[src/rtl/pattern_matcher_if.sv]
// Bus bundle for pattern_matcher: pattern programming, serial stream and match status.
interface pattern_matcher_if #(
  parameter int PATT_W = 5,
  parameter int CNT_W  = 8
);
  logic              load;
  logic [PATT_W-1:0] pattern_in;
  logic [PATT_W-1:0] mask_in;
  logic              overlap;
  logic              serial_valid;
  logic              serial_in;
  logic              patt;
  logic [CNT_W-1:0]  match_count;
  logic              count_sat;
  logic              armed;

  // Producer side: programs the pattern and drives the serial stream.
  modport master (
    output load, pattern_in, mask_in, overlap, serial_valid, serial_in,
    input  patt, match_count, count_sat, armed
  );

  // Detector side.
  modport slave (
    input  load, pattern_in, mask_in, overlap, serial_valid, serial_in,
    output patt, match_count, count_sat, armed
  );
endinterface

[src/rtl/pattern_matcher.sv]
// Programmable masked serial pattern detector with overlap control and a
// saturating match counter. The newest accepted bit enters the shift register LSB,
// so pattern bit [PATT_W-1] lines up with the oldest bit of the window.
module pattern_matcher #(
  parameter int PATT_W = 5,
  parameter int CNT_W  = 8
) (
  input  logic               clk,
  input  logic               reset,
  pattern_matcher_if.slave   bus
);
  localparam int FILL_W = $clog2(PATT_W + 1);
  localparam logic [FILL_W-1:0] FULL    = FILL_W'(PATT_W);
  localparam logic [CNT_W-1:0]  CNT_MAX = '1;

  logic [PATT_W-1:0] pat_q, mask_q, sr_q, sr_d;
  logic [FILL_W-1:0] fill_q, fill_d;
  logic [CNT_W-1:0]  cnt_q, cnt_d;
  logic              patt_q, sat_q, armed_q;
  logic              hit;

  // Candidate next state for an accepted bit: shifted window, fill level, match test.
  always_comb begin
    sr_d   = {sr_q[PATT_W-2:0], bus.serial_in};
    fill_d = (fill_q == FULL) ? fill_q : fill_q + FILL_W'(1);
    hit    = armed_q && (fill_d == FULL) && (((sr_d ^ pat_q) & mask_q) == '0);
    cnt_d  = (cnt_q == CNT_MAX) ? cnt_q : cnt_q + CNT_W'(1);
  end

  // State update with priority reset > load > accepted serial bit.
  always_ff @(posedge clk) begin
    if (reset) begin
      pat_q   <= '0;
      mask_q  <= '0;
      sr_q    <= '0;
      fill_q  <= '0;
      cnt_q   <= '0;
      patt_q  <= 1'b0;
      sat_q   <= 1'b0;
      armed_q <= 1'b0;
    end else if (bus.load) begin
      // Reprogramming discards all history; a bit presented alongside load is dropped.
      pat_q   <= bus.pattern_in;
      mask_q  <= bus.mask_in;
      armed_q <= |bus.mask_in;
      sr_q    <= '0;
      fill_q  <= '0;
      cnt_q   <= '0;
      sat_q   <= 1'b0;
      patt_q  <= 1'b0;
    end else if (bus.serial_valid) begin
      sr_q   <= sr_d;
      // Non-overlapping mode restarts the fill so the next match needs fresh bits.
      fill_q <= (hit && !bus.overlap) ? '0 : fill_d;
      patt_q <= hit;
      if (hit) begin
        cnt_q <= cnt_d;
        if (cnt_d == CNT_MAX) sat_q <= 1'b1;
      end
    end else begin
      patt_q <= 1'b0;
    end
  end

  assign bus.patt        = patt_q;
  assign bus.match_count = cnt_q;
  assign bus.count_sat   = sat_q;
  assign bus.armed       = armed_q;
endmodule

[src/flat_wrapper.sv]
// flat-port wrapper written by rule: the top's interface ports become plain ports
module pattern_matcher_flat 
#(
  parameter int PATT_W = 5,
  parameter int CNT_W  = 8
)
  (clk, reset, bus_load, bus_pattern_in, bus_mask_in, bus_overlap, bus_serial_valid, bus_serial_in, bus_patt, bus_match_count, bus_count_sat, bus_armed);
  pattern_matcher_if #(.PATT_W(PATT_W), .CNT_W(CNT_W)) bus_i ();
  input  logic clk;
  input  logic reset;
  input wire logic [$bits(bus_i.load)-1:0] bus_load;
  input wire logic [$bits(bus_i.pattern_in)-1:0] bus_pattern_in;
  input wire logic [$bits(bus_i.mask_in)-1:0] bus_mask_in;
  input wire logic [$bits(bus_i.overlap)-1:0] bus_overlap;
  input wire logic [$bits(bus_i.serial_valid)-1:0] bus_serial_valid;
  input wire logic [$bits(bus_i.serial_in)-1:0] bus_serial_in;
  output wire logic [$bits(bus_i.patt)-1:0] bus_patt;
  output wire logic [$bits(bus_i.match_count)-1:0] bus_match_count;
  output wire logic [$bits(bus_i.count_sat)-1:0] bus_count_sat;
  output wire logic [$bits(bus_i.armed)-1:0] bus_armed;
  assign bus_i.load = bus_load;
  assign bus_i.pattern_in = bus_pattern_in;
  assign bus_i.mask_in = bus_mask_in;
  assign bus_i.overlap = bus_overlap;
  assign bus_i.serial_valid = bus_serial_valid;
  assign bus_i.serial_in = bus_serial_in;
  assign bus_patt = bus_i.patt;
  assign bus_match_count = bus_i.match_count;
  assign bus_count_sat = bus_i.count_sat;
  assign bus_armed = bus_i.armed;
  pattern_matcher #(.PATT_W(PATT_W), .CNT_W(CNT_W)) u_core (.clk(clk), .reset(reset), .bus(bus_i));
endmodule
[config.mk]
export PLATFORM = sky130hd
export DESIGN_NAME = pattern_matcher_flat
export DESIGN_NICKNAME = d
export VERILOG_FILES = /design/src/rtl/pattern_matcher_if.sv /design/src/rtl/pattern_matcher.sv /design/src/flat_wrapper.sv
export SDC_FILE = /design/constraint.sdc
export NUM_CORES = 1
export LEC_CHECK = 0
export CELL_PAD_IN_SITES_DETAIL_PLACEMENT = 0
export CELL_PAD_IN_SITES_GLOBAL_PLACEMENT = 1
export CORE_MARGIN = 4
export CORE_UTILIZATION = 42
export DETAILED_ROUTE_END_ITERATION = 16
export DONT_BUFFER_PORTS = 1
export PLACE_DENSITY = 0.68
export REMOVE_ABC_BUFFERS = 1
export SETUP_SLACK_MARGIN = 0.3
export SLEW_MARGIN = 20
export SYNTH_ARGS = -nofsm -noshare
export SYNTH_HDL_FRONTEND = slang
export SYNTH_SLANG_ARGS = --single-unit
[constraint.sdc]
create_clock -name clk -period 6.6 [get_ports clk]
set_input_delay 1.32 -clock clk [delete_from_list [all_inputs] [get_ports clk]]
set_output_delay 1.32 -clock clk [all_outputs]
set_load 0.02 [all_outputs]
==> results.toml <==
[power]
totalPowerFinal_mw = 0.311
p_int_mw = 0.245
switching_share_pct = 21.3
p_per_area_nw_per_um2 = 206
p_clk_share_pct = 36.7
pwr-share-seq_pct = 57.4
p_comb_share_pct = 5.9
irDropWorstVdd_mv = 0.105
power.leakage_nw = 0.539
switchingPower_mw = 0.0661

[timing]
slew_headroom_pct = 64.9
period_minus_slack_ps = 2550
max_freq_ghz = 0.392
hold_viol = 0
setup_viol_count_final = 0
drv_slew = 0
clock_skew_ps = 5.17
timing.hold.ws_ps = 526
timing.final.crit_share_pct = 38.7
finalSetupTns_ps = 0
rsz0062_at_grt = "false"
worst_pin_slew_ps = 526

[critical_path]
start_kind = "primary input"
path_class = "in -> reg"
required_ps = 6840
worstPathMaxFanout = 10
r2r_cells = 6
setup.worst_path.end_class = "register"
worstPathArrival_ps = 2790

[drt]
first_iter_violations = 66
top_layer = "met4"
drc = 0
routedWlPerCell_um = 15.2
finalWirelength_um = 3110
routed_via_density = 5.79
drtAntennaViolNets = 0
dr.pass1.iters = 4
drt-met1-wl_um = 1440
route.met3.wl_um = 239
dr_wl_met2_um = 1410
vias = 1187

[synthesis]
synthCells = 164
seq_area_frac_synth_pct = 39.0
yosysTopAreaCellShare_pct = 39.0
ys_types = 46
ys.flop_type = "dfxtp_1"
ys_ff_latch = 28
async_reset_ff_share_pct = 0
synth_top_area_cell = "dfxtp_1"
synth_edf_count = 0
syn-cell-area_sq_um = 1440
synth_area_per_cell_sq_um = 8.76
yosysWarnings = 0
post_synth_main_area_contributors = "dfxtp_1 39%, mux2i_1 10%, nor2_1 6.0%"

[cts]
cts_tree = "built"
root_buffer = "clkbuf_4"
cts_resized = 0
ctsLongestPathBuffers = 2
cts_hold_buf = 0
htreeDepth = 1
path_clk_slew_ps = 160
numCtsBuffers = 3
cts_setup_buffers = 0
clock-sinks = 28
clk_latency_ps = 330

[floorplan]
die_h_um = 66.5
core_sq_um = 3150
die_x_um = 66.5
die_area_sq_um = 4420
ios = 27
num_rows = 20
initial_utilization_pct = 45.6

[hold_path]
min_path_type = "reg -> reg"
min_delay_path_depth = 2

[grt]
grt_util_all_layers_pct = 15.7
antenna_found_initial = 0
grt_max_degree = 17
grt_pass1_wl_um = 5400
grt_pass1_vias = 1147
grt_overflow = 0

[placement]
gp_congestion = 0.772
dpl.hpwl_um = 2320
dpl_cell_area_sq_um = 1460
port_buffers = 0
dp_cells = 201

[final_layout]
design_area_sq_um = 1510
synthToLayoutAreaGrowth_pct = 5.31
n_antenna_cell = 0
instances_no_fill = 205
num-nets-final = 181
drive_above_1_share_pct = 7.45
n_fill_cell = 336

[status]
status = "completed"

[flow_run]
drv_cap = 0
worst max-delay path, stage by stage:
cell and delay (ps):
xor2_1 140, a22oi_1 170, nand4_1 380, or4_4 660, mux2i_1 130
power groups by stage:
| stage | Clock (mW) | Sequential (mW) | Combinational, mW |
|---|---|---|---|
| after floorplan | 0 | 0.181 | 0.0155 |
| after CTS | 0.117 | 0.179 | 0.0186 |
| after detailed placement | 0 | 0.182 | 0.0184 |
| after global placement | 0 | 0.182 | 0.0182 |
| after global routing | 0.127 | 0.179 | 0.0209 |
| final | 0.114 | 0.178 | 0.0184 |
cells in the mapped netlist (2+ instances only):
cell type / n
o31ai_1: 4
nand4_1: 5
nor2_1: 23
dfxtp_1: 28
xor2_1: 6
o21ai_0: 3
clkbuf_1: 4
mux2i_1: 15
ha_1: 3
and4_1: 2
nand2_1: 15
nor4_1: 2
inv_1: 2
nor3_1: 7
nand3_1: 4
a22oi_1: 3
a21oi_1: 5
a31oi_1: 4
or2_2: 2
placed cells by master, fill, tap and decap left out, types with 3 or more instances in the layout:
| cell type | instances |
|---|---|
| mux2i_1 | 15 |
| a31oi_1 | 4 |
| clkbuf_4 | 3 |
| a21oi_1 | 5 |
| ha_1 | 3 |
| o21ai_0 | 3 |
| nand3_1 | 4 |
| nand2_1 | 15 |
| nor2_1 | 23 |
| a22oi_1 | 3 |
| xor2_1 | 6 |
| dfxtp_1 | 28 |
| o31ai_1 | 4 |
| nand4_1 | 5 |
| nor3_1 | 7 |
logic make-up (layout without fill, tap and decap cells):
group	Yosys count	count (layout)	synth area share [%]
xor+xnor	7	7	4.27
fa+ha+maj	3	3	2.61
simple gates	72	72	25.5
compound gates	29	29	14.6
flops	28	28	39.0
buf+inv	9	6	2.70
mux	16	16	11.2
cell type report:
| class | count | area, sq um | area share [%] |
|---|---|---|---|
| Clock buffer | 3 | 22.5 | 1.49 |
| Inverter | 2 | 7.51 | 0.496 |
| Clock inverter | 1 | 30.0 | 1.99 |
| Sequential cell | 28 | 561 | 37.1 |
| Multi-Input combinational cell | 127 | 837 | 55.3 |
| Tap cell | 44 | 55.1 | 3.64 |
final timing paths:
path	startpoint	end	slack (ps)
max	bus_serial_in	u_core.bus.match_count[3]$_SDFFE_PP0P_	4050
min	u_core.mask_q[2]$_SDFFE_PP0P_	u_core.mask_q[2]$_SDFFE_PP0P_	530
max reg2reg	u_core.fill_q[0]$_SDFFE_PP0P_	u_core.bus.match_count[3]$_SDFFE_PP0P_	4160
min reg2reg	u_core.mask_q[2]$_SDFFE_PP0P_	u_core.mask_q[2]$_SDFFE_PP0P_	530
metal layers:
layer | global-route usage, % | up-vias
li1 | - | 604
met1 | 21.3 | 545
met2 | 24.8 | 36
met3 | 4.22 | 2
met4 | 3.81 | 0
met5 | 0 | -
metrics by stage:
| step | setup slack, ps | utilization [%] |
|---|---|---|
| 4_1_cts | 4070 | 48.0 |
| 3_3_place_gp | 3700 | 46.3 |
| 3_5_place_dp | 3710 | 46.3 |
| 2_1_floorplan | 3890 | - |
| 6_report | 4050 | 48.0 |
| 5_1_grt | 3970 | 48.0 |
sequential cells by signal, summed over array words and instances (netlist names):
signal	count
u_core.sr_q	4
u_core.fill_q	3
u_core.bus.match_count	8
u_core.bus.count_sat	1
u_core.bus.patt	1
u_core.pat_q	5
u_core.mask_q	5
u_core.bus.armed	1
No activity file was read; power rests on OpenSTA's default activity.
